File: config.mk
export PLATFORM = sky130hd
export DESIGN_NAME = melody_sequencer_flat
export DESIGN_NICKNAME = d
export VERILOG_FILES = /design/src/rtl/melody_pkg.sv /design/src/rtl/melody_sequencer_if.sv /design/src/rtl/note_rom.sv /design/src/rtl/melody_sequencer.sv /design/src/flat_wrapper.sv
export SDC_FILE = /design/constraint.sdc
export NUM_CORES = 1
export LEC_CHECK = 0
export BUFFER_PORTS_ARGS = -buffer_cell sky130_fd_sc_hd__buf_2
export CAP_MARGIN = 25
export CORE_AREA = 2 2 80 82
export DETAILED_ROUTE_END_ITERATION = 8
export DIE_AREA = 0 0 82 84
export PLACE_DENSITY_LB_ADDON = 0.05
export SLEW_MARGIN = 20
export SYNTH_ARGS = -nofsm -noshare
export SYNTH_HDL_FRONTEND = slang
export SYNTH_SLANG_ARGS = --single-unit
export TNS_END_PERCENT = 1
File: constraint.sdc
create_clock -name clk -period 4.95 [get_ports clk]
set_input_delay 0.2475 -clock clk [delete_from_list [all_inputs] [get_ports clk]]
set_output_delay 0.2475 -clock clk [all_outputs]
set_load 0.05 [all_outputs]
File: src/rtl/melody_pkg.sv
// Shared constants for the melody sequencer: note codes, tone periods,
// duration codes, FSM state encoding and the default song table.
package melody_pkg;

   localparam logic [3:0] NOTE_REST    = 4'd0;
   localparam logic [3:0] NOTE_DO      = 4'd1;
   localparam logic [3:0] NOTE_RAE     = 4'd2;
   localparam logic [3:0] NOTE_MI      = 4'd3;
   localparam logic [3:0] NOTE_FA      = 4'd4;
   localparam logic [3:0] NOTE_SOL     = 4'd5;
   localparam logic [3:0] NOTE_LA      = 4'd6;
   localparam logic [3:0] NOTE_TI      = 4'd7;
   localparam logic [3:0] NOTE_HIGH_DO = 4'd8;

   localparam logic [11:0] PER_DO      = 12'd3830;
   localparam logic [11:0] PER_RAE     = 12'd3400;
   localparam logic [11:0] PER_MI      = 12'd3038;
   localparam logic [11:0] PER_FA      = 12'd2864;
   localparam logic [11:0] PER_SOL     = 12'd2550;
   localparam logic [11:0] PER_LA      = 12'd2272;
   localparam logic [11:0] PER_TI      = 12'd2028;
   localparam logic [11:0] PER_HIGH_DO = 12'd1912;

   localparam logic [1:0] DUR_END = 2'd0;
   localparam logic [1:0] DUR_1   = 2'd1;
   localparam logic [1:0] DUR_2   = 2'd2;
   localparam logic [1:0] DUR_4   = 2'd3;

   typedef enum logic [1:0] {
      ST_IDLE = 2'd0,
      ST_PLAY = 2'd1,
      ST_GAP  = 2'd2
   } state_t;

   localparam int DEFAULT_LEN = 16;

   // Entry i lives at bits [6*i +: 6] as {note, dur}.
   localparam logic [DEFAULT_LEN*6-1:0] DEFAULT_SONG = {
      {7{6'h00}},
      {NOTE_REST,    DUR_END},
      {NOTE_HIGH_DO, DUR_4},
      {NOTE_TI,      DUR_1},
      {NOTE_LA,      DUR_1},
      {NOTE_SOL,     DUR_2},
      {NOTE_FA,      DUR_1},
      {NOTE_MI,      DUR_1},
      {NOTE_RAE,     DUR_1},
      {NOTE_DO,      DUR_1}
   };

   function automatic logic [2:0] dur_beats(input logic [1:0] d);
      case (d)
         DUR_1:   dur_beats = 3'd1;
         DUR_2:   dur_beats = 3'd2;
         DUR_4:   dur_beats = 3'd4;
         default: dur_beats = 3'd0;
      endcase
   endfunction

endpackage

File: src/rtl/melody_sequencer_if.sv
// Control strobes and tone outputs of the melody sequencer.
// start/stop are single-cycle strobes; there is no valid/ready handshake.
interface melody_sequencer_if;
   logic        start;
   logic        stop;
   logic [11:0] tone_limit;
   logic        tone_en;
   logic        busy;
   logic        done;
   logic [3:0]  note_idx;

   modport master (
      output start, stop,
      input  tone_limit, tone_en, busy, done, note_idx
   );

   modport slave (
      input  start, stop,
      output tone_limit, tone_en, busy, done, note_idx
   );
endinterface

File: src/rtl/note_rom.sv
// Note code to tone period lookup; rests and reserved codes give 0.
module note_rom
   import melody_pkg::*;
(
   input  logic [3:0]  i_note,
   output logic [11:0] o_period
);

   always_comb begin
      case (i_note)
         NOTE_DO:      o_period = PER_DO;
         NOTE_RAE:     o_period = PER_RAE;
         NOTE_MI:      o_period = PER_MI;
         NOTE_FA:      o_period = PER_FA;
         NOTE_SOL:     o_period = PER_SOL;
         NOTE_LA:      o_period = PER_LA;
         NOTE_TI:      o_period = PER_TI;
         NOTE_HIGH_DO: o_period = PER_HIGH_DO;
         default:      o_period = 12'd0;
      endcase
   end

endmodule

File: src/rtl/melody_sequencer.sv
// Song-table note sequencer: plays each entry for beats*BEAT_CYCLES clocks,
// the last GAP_CYCLES of which are silent, with fully registered outputs.
module melody_sequencer
   import melody_pkg::*;
#(
   parameter int BEAT_CYCLES = 250000,
   parameter int GAP_CYCLES  = 20000,
   parameter int SONG_LEN    = 16,
   parameter int LOOP        = 0,
   parameter logic [SONG_LEN*6-1:0] SONG_TABLE = DEFAULT_SONG
)(
   input  logic                clk,
   input  logic                rst,
   melody_sequencer_if.slave   bus,
   output state_t              o_dbg_state
);

   localparam int TW = $clog2(4*BEAT_CYCLES);
   localparam logic [TW-1:0] GAP_LOAD = TW'(GAP_CYCLES - 1);

   // Timer holds cycles remaining minus one, so a state lasts load+1 cycles.
   function automatic logic [TW-1:0] play_load(input logic [1:0] d);
      play_load = TW'(int'(dur_beats(d)) * BEAT_CYCLES - GAP_CYCLES - 1);
   endfunction

   logic [5:0] w_song [SONG_LEN];
   for (genvar g = 0; g < SONG_LEN; g++) begin : g_song
      assign w_song[g] = SONG_TABLE[6*g +: 6];
   end

   state_t      r_state, w_state_n;
   logic [TW-1:0] r_timer, w_timer_n;
   logic [3:0]  r_idx, w_idx_n, w_idx_inc;
   logic        r_done, w_done_n;
   logic [11:0] r_tone_limit, w_tone_limit_n;
   logic        r_tone_en, w_tone_en_n;
   logic        r_busy, w_busy_n;
   logic        w_last;
   logic [11:0] w_period;

   assign w_idx_inc = r_idx + 4'd1;
   assign w_last    = (r_idx == 4'(SONG_LEN - 1)) || (w_song[w_idx_inc][1:0] == DUR_END);

   always_comb begin
      w_state_n = r_state;
      w_timer_n = r_timer - 1'b1;
      w_idx_n   = r_idx;
      w_done_n  = 1'b0;
      case (r_state)
         ST_IDLE: begin
            w_timer_n = '0;
            w_idx_n   = '0;
            if (bus.start && !bus.stop) begin
               if (w_song[0][1:0] == DUR_END) begin
                  w_done_n = 1'b1;
               end else begin
                  w_state_n = ST_PLAY;
                  w_timer_n = play_load(w_song[0][1:0]);
               end
            end
         end
         ST_PLAY: begin
            if (bus.stop) begin
               w_state_n = ST_IDLE;
               w_timer_n = '0;
               w_idx_n   = '0;
            end else if (r_timer == '0) begin
               w_state_n = ST_GAP;
               w_timer_n = GAP_LOAD;
            end
         end
         ST_GAP: begin
            if (bus.stop) begin
               w_state_n = ST_IDLE;
               w_timer_n = '0;
               w_idx_n   = '0;
            end else if (r_timer == '0) begin
               if (w_last) begin
                  w_done_n = 1'b1;
                  w_idx_n  = '0;
                  if (LOOP != 0) begin
                     w_state_n = ST_PLAY;
                     w_timer_n = play_load(w_song[0][1:0]);
                  end else begin
                     w_state_n = ST_IDLE;
                     w_timer_n = '0;
                  end
               end else begin
                  w_state_n = ST_PLAY;
                  w_idx_n   = w_idx_inc;
                  w_timer_n = play_load(w_song[w_idx_inc][1:0]);
               end
            end
         end
         default: begin
            w_state_n = ST_IDLE;
            w_timer_n = '0;
            w_idx_n   = '0;
         end
      endcase
   end

   // Outputs are computed from the next state so they register in step with it.
   note_rom u_note_rom (
      .i_note   (w_song[w_idx_n][5:2]),
      .o_period (w_period)
   );

   always_comb begin
      w_busy_n       = (w_state_n != ST_IDLE);
      w_tone_limit_n = (w_state_n == ST_PLAY) ? w_period : 12'd0;
      w_tone_en_n    = (w_state_n == ST_PLAY) && (w_period != 12'd0);
   end

   always_ff @(posedge clk or posedge rst) begin
      if (rst) begin
         r_state      <= ST_IDLE;
         r_timer      <= '0;
         r_idx        <= '0;
         r_done       <= 1'b0;
         r_tone_limit <= 12'd0;
         r_tone_en    <= 1'b0;
         r_busy       <= 1'b0;
      end else begin
         r_state      <= w_state_n;
         r_timer      <= w_timer_n;
         r_idx        <= w_idx_n;
         r_done       <= w_done_n;
         r_tone_limit <= w_tone_limit_n;
         r_tone_en    <= w_tone_en_n;
         r_busy       <= w_busy_n;
      end
   end

   assign bus.tone_limit = r_tone_limit;
   assign bus.tone_en    = r_tone_en;
   assign bus.busy       = r_busy;
   assign bus.done       = r_done;
   assign bus.note_idx   = r_idx;
   assign o_dbg_state    = r_state;

endmodule

File: src/flat_wrapper.sv
// flat-port wrapper written by rule: the top's interface ports become plain ports
module melody_sequencer_flat import melody_pkg::*;
#(
   parameter int BEAT_CYCLES = 250000,
   parameter int GAP_CYCLES  = 20000,
   parameter int SONG_LEN    = 16,
   parameter int LOOP        = 0,
   parameter logic [SONG_LEN*6-1:0] SONG_TABLE = DEFAULT_SONG
)
  (clk, rst, o_dbg_state, bus_start, bus_stop, bus_tone_limit, bus_tone_en, bus_busy, bus_done, bus_note_idx);
  melody_sequencer_if bus_i ();
  input  logic clk;
  input  logic rst;
  output state_t o_dbg_state;
  input wire logic [$bits(bus_i.start)-1:0] bus_start;
  input wire logic [$bits(bus_i.stop)-1:0] bus_stop;
  output wire logic [$bits(bus_i.tone_limit)-1:0] bus_tone_limit;
  output wire logic [$bits(bus_i.tone_en)-1:0] bus_tone_en;
  output wire logic [$bits(bus_i.busy)-1:0] bus_busy;
  output wire logic [$bits(bus_i.done)-1:0] bus_done;
  output wire logic [$bits(bus_i.note_idx)-1:0] bus_note_idx;
  assign bus_i.start = bus_start;
  assign bus_i.stop = bus_stop;
  assign bus_tone_limit = bus_i.tone_limit;
  assign bus_tone_en = bus_i.tone_en;
  assign bus_busy = bus_i.busy;
  assign bus_done = bus_i.done;
  assign bus_note_idx = bus_i.note_idx;
  melody_sequencer #(.BEAT_CYCLES(BEAT_CYCLES), .GAP_CYCLES(GAP_CYCLES), .SONG_LEN(SONG_LEN), .LOOP(LOOP), .SONG_TABLE(SONG_TABLE)) u_core (.clk(clk), .rst(rst), .bus(bus_i), .o_dbg_state(o_dbg_state));
endmodule
==> key figures <==
Power and ir drop
  – Internal power: between 800 and 900 uW
  – Gate power share: 0.593
  – IR drop worst, VDD: around 0.32 mV
  – Flop pwr share: 0.289
  – Psw: 881.9 uW
  – Tot Pwr: 1770 uW
  – Clock power share: 0.118
  – Sw Ratio: 0.4981
  – Pleak: between 0.001 and 0.0015 uW
  – Power density cells: 598.6 nW/um^2

Floorplanning
  – Die area: 6888 um^2
  – Starting Density: 0.4411
  – Width of the die: slightly above 80 um
  – Core area: a little over 6000 um^2
  – I/O pin cnt: 25
  – Die Y: 84 um
  – Row count: 29

Drt
  – Routed length per placed instance: 16.42 um
  – Drt pass-1 iters: 4
  – Initial DRC Count: 80
  – DRT Wirelength: about 6.3 mm
  – Vias per cell: 5.578
  – DR vias: 2142
  – Antenna Nets Post-Route: 0
  – DRC viols: 0

Setup path
  – CP required: 5130 ps
  – Critical Path Sink Type: flop
  – Slowest cell on crit path: or4_1
  – Crit-path cells: inv_1 -> ha_1 -> or3b_1 -> or4_1 -> a21o_1 -> a211oi_2 -> nor2_1 -> ha_1 -> nor2_1 -> nand2_1 -> o22ai_4 -> o31a_1 -> nor3_1 -> o31a_1
  – CP Max Fanout: 7
  – Worst setup SP type: flop
  – Reg2reg start: u_core.r_timer[0]
  – R2R cell count: 14
  – R2r setup slk: roughly 800 ps
  – Worst path arrival time: approximately 4300 ps
  – Worst Setup SP: u_core.r_timer[0]
  – R2R Path End: u_core.bus.tone_limit[4]
  – Worst path max stage delay: approximately 720 ps
  – Crit Path Class: flop to flop

Synthesis
  – Synth top area cells: dfrtp_1 37%, ha_1 8.8%, nand2_1 3.6%, nor2_1 3.5%, o21ai_0 3.4%
  – Number of flops mapped to enable cells by yosys: 0
  – Syn Area/Cell: ~9.5 um^2
  – #FFs+latches synth: 40
  – Cell accounting for the most synthesized area: dfrtp_1
  – Most numerous cell in the Yosys netlist: dfrtp_1
  – Main synth FF type: dfrtp_1
  – Unique cell type count in the Yosys netlist: 67
  – Synth Instances: about 280
  – Syn Std Cell Area: about 2700 um^2
  – Syn nets: between 300 and 400
  – FFs w/ async S/R, synth: 1.000
  – Top-area cell type share of the netlist area: 0.3723
  – Synthesis Warnings: 0
  – Sequential fraction of the synthesis area: 0.3723
  – Commonest cells in the synthesized netlist: 40 x dfrtp_1, 26 x nand2_1, 25 x nor2_1

STA
  – Worst setup margin: between 800 and 900 ps
  – Worst hold slack: approximately 65 ps
  – Final worst path period need: roughly 4100 ps
  – Period utilization: 0.8363
  – Fin. Hold Viols: 0
  – Max Fclk: 241.6 MHz
  – RSZ-0062 raised after global routing: no
  – Max-slew violation count: 0
  – Final setup fails: 0
  – Final TNS setup: 0 ps
  – Worst-Margin Slew: around 640 ps
  – Max Clock Skew: 8.218 ps
  – Slew margin rel.: 0.5751

Clock tree
  – Clock buffer depth: 2
  – Cts repair resizes: 0
  – CTS tree: done
  – CTS Buf Count: 5
  – Htree depth: 2
  – Root buffer cell: clkbuf_8
  – TritonCTS Sinks: 40
  – Clk slew on worst S/H paths: 80 ps
  – Clk_lat worst skew: roughly 290 ps
  – Post-CTS setup buffers: 0
  – Post-CTS Hold Fix Bufs: 0

Place
  – Global placement routability congestion: about 0.80
  – Final HPWL DP: 4.700 mm
  – Port Buf Inserts: 23
  – Worst slack, placed: ~830 ps

Finish
  – Final net count: 330
  – Layout filler cell count: 622
  – Area grow syn2layout: 10.00%
  – Register area: around 1000 um^2
  – Layout cells sized above 1: 0.1922
  – Antenna Cells: 0
  – Multi-input gate area: 1578 um^2

GRT
  – Met3 Use GR: 0.04004
  – Grt met1 use: 0.2450
  – Total gr overflow: 0
  – Total GRT Usage: 0.2072
  – Grt met2 use: 0.3614
  – Gr busiest metal: met2
  – First-pass GRT wire length: roughly 11 mm
  – Vias in the first global route: 2191
  – Antenna violations before repair: 0
  – Largest net degree at the start of global routing: roughly 40

Flow run
  – Max Cap Violations: 0

Status
  – Status: complete, no violations

Worst hold path
  – HP Class: input pin to async pin
[worst max-delay path, delay by kind of cell, from the launching register on]
family                     cells  cell delay, ps
DFF                            1             390
buffers and inverters          1              80
AOI/OAI and AO/OA              5            1470
adders and majority gates      2             400
and+or+nand+nor                6            1670
[worst max path at each step]
| stage | endpoint | slack [ps] |
|---|---|---|
| finish | u_core.bus.tone_limit[4] | 810 |
| detailed placement | u_core.bus.tone_limit[4] | 830 |
| CTS | u_core.bus.tone_limit[4] | 810 |
| floorplan | u_core.bus.tone_en | 830 |
| global placement | u_core.bus.tone_limit[4] | 770 |
| global route | u_core.bus.tone_en | 380 |
[layer usage]
layer | wire length, um | part of all wire
met5 | 0 | 0
met4 | 144 | 0.023
met3 | 162 | 0.026
met2 | 3391 | 0.54
met1 | 2608 | 0.41
[flip-flops by register name (all words and copies together) (netlist names)]
register,flops
u_core.r_timer,20
u_core.bus.note_idx,4
u_core.bus.done,1
u_core.o_dbg_state,2
u_core.bus.busy,1
u_core.bus.tone_limit,11
u_core.bus.tone_en,1
[power groups by stage]
stage,sequential [uW],combinational [uW],clock (uW)
2_1_floorplan,666,675,0
3_3_place_gp,519,1050,0
3_5_place_dp,517,1050,0
4_1_cts,511,1060,218
5_1_grt,531,1160,230
6_report,511,1050,209
[metrics by stage]
step / instance area, um^2 / std cells / util
6_report: 2958 / 384 / 0.4852
5_1_grt: 2958 / 384 / 0.4852
4_1_cts: 2958 / 384 / 0.4852
3_5_place_dp: 2877 / 377 / 0.4719
3_3_place_gp: 2877 / 377 / 0.4719
2_1_floorplan: 2689 / 284 / -
[cell type report]
| class | instances | share of cell area |
|---|---|---|
| Clock buffer | 5 | 0.02327 |
| Sequential cell | 40 | 0.3384 |
| Timing Repair Buffer | 26 | 0.04653 |
| Clock inverter | 2 | 0.004230 |
| Inverter | 17 | 0.02157 |
| Multi-Input combinational cell | 217 | 0.5334 |
| Tap cell | 77 | 0.03257 |
[cells by family after synthesis]
logic type                 synth area share
other                              0.001395
adders and majority gates           0.08841
muxes                               0.01163
AOI/OAI and AO/OA                    0.2099
buffers and inverters               0.04095
and+or+nand+nor                      0.2234
xor gates and xnor gates            0.05212
DFF                                  0.3723
[placed cells by master, fill, tap and decap left out, types with 7 or more instances in the layout]
master,instances
a21oi_1,8
xor2_1,7
buf_2,23
o21ai_0,18
ha_1,19
nor3_1,10
nor2_1,25
nand2_1,26
inv_1,15
dfrtp_1,40
xnor2_1,9
No activity file was read; power rests on OpenSTA's default activity.
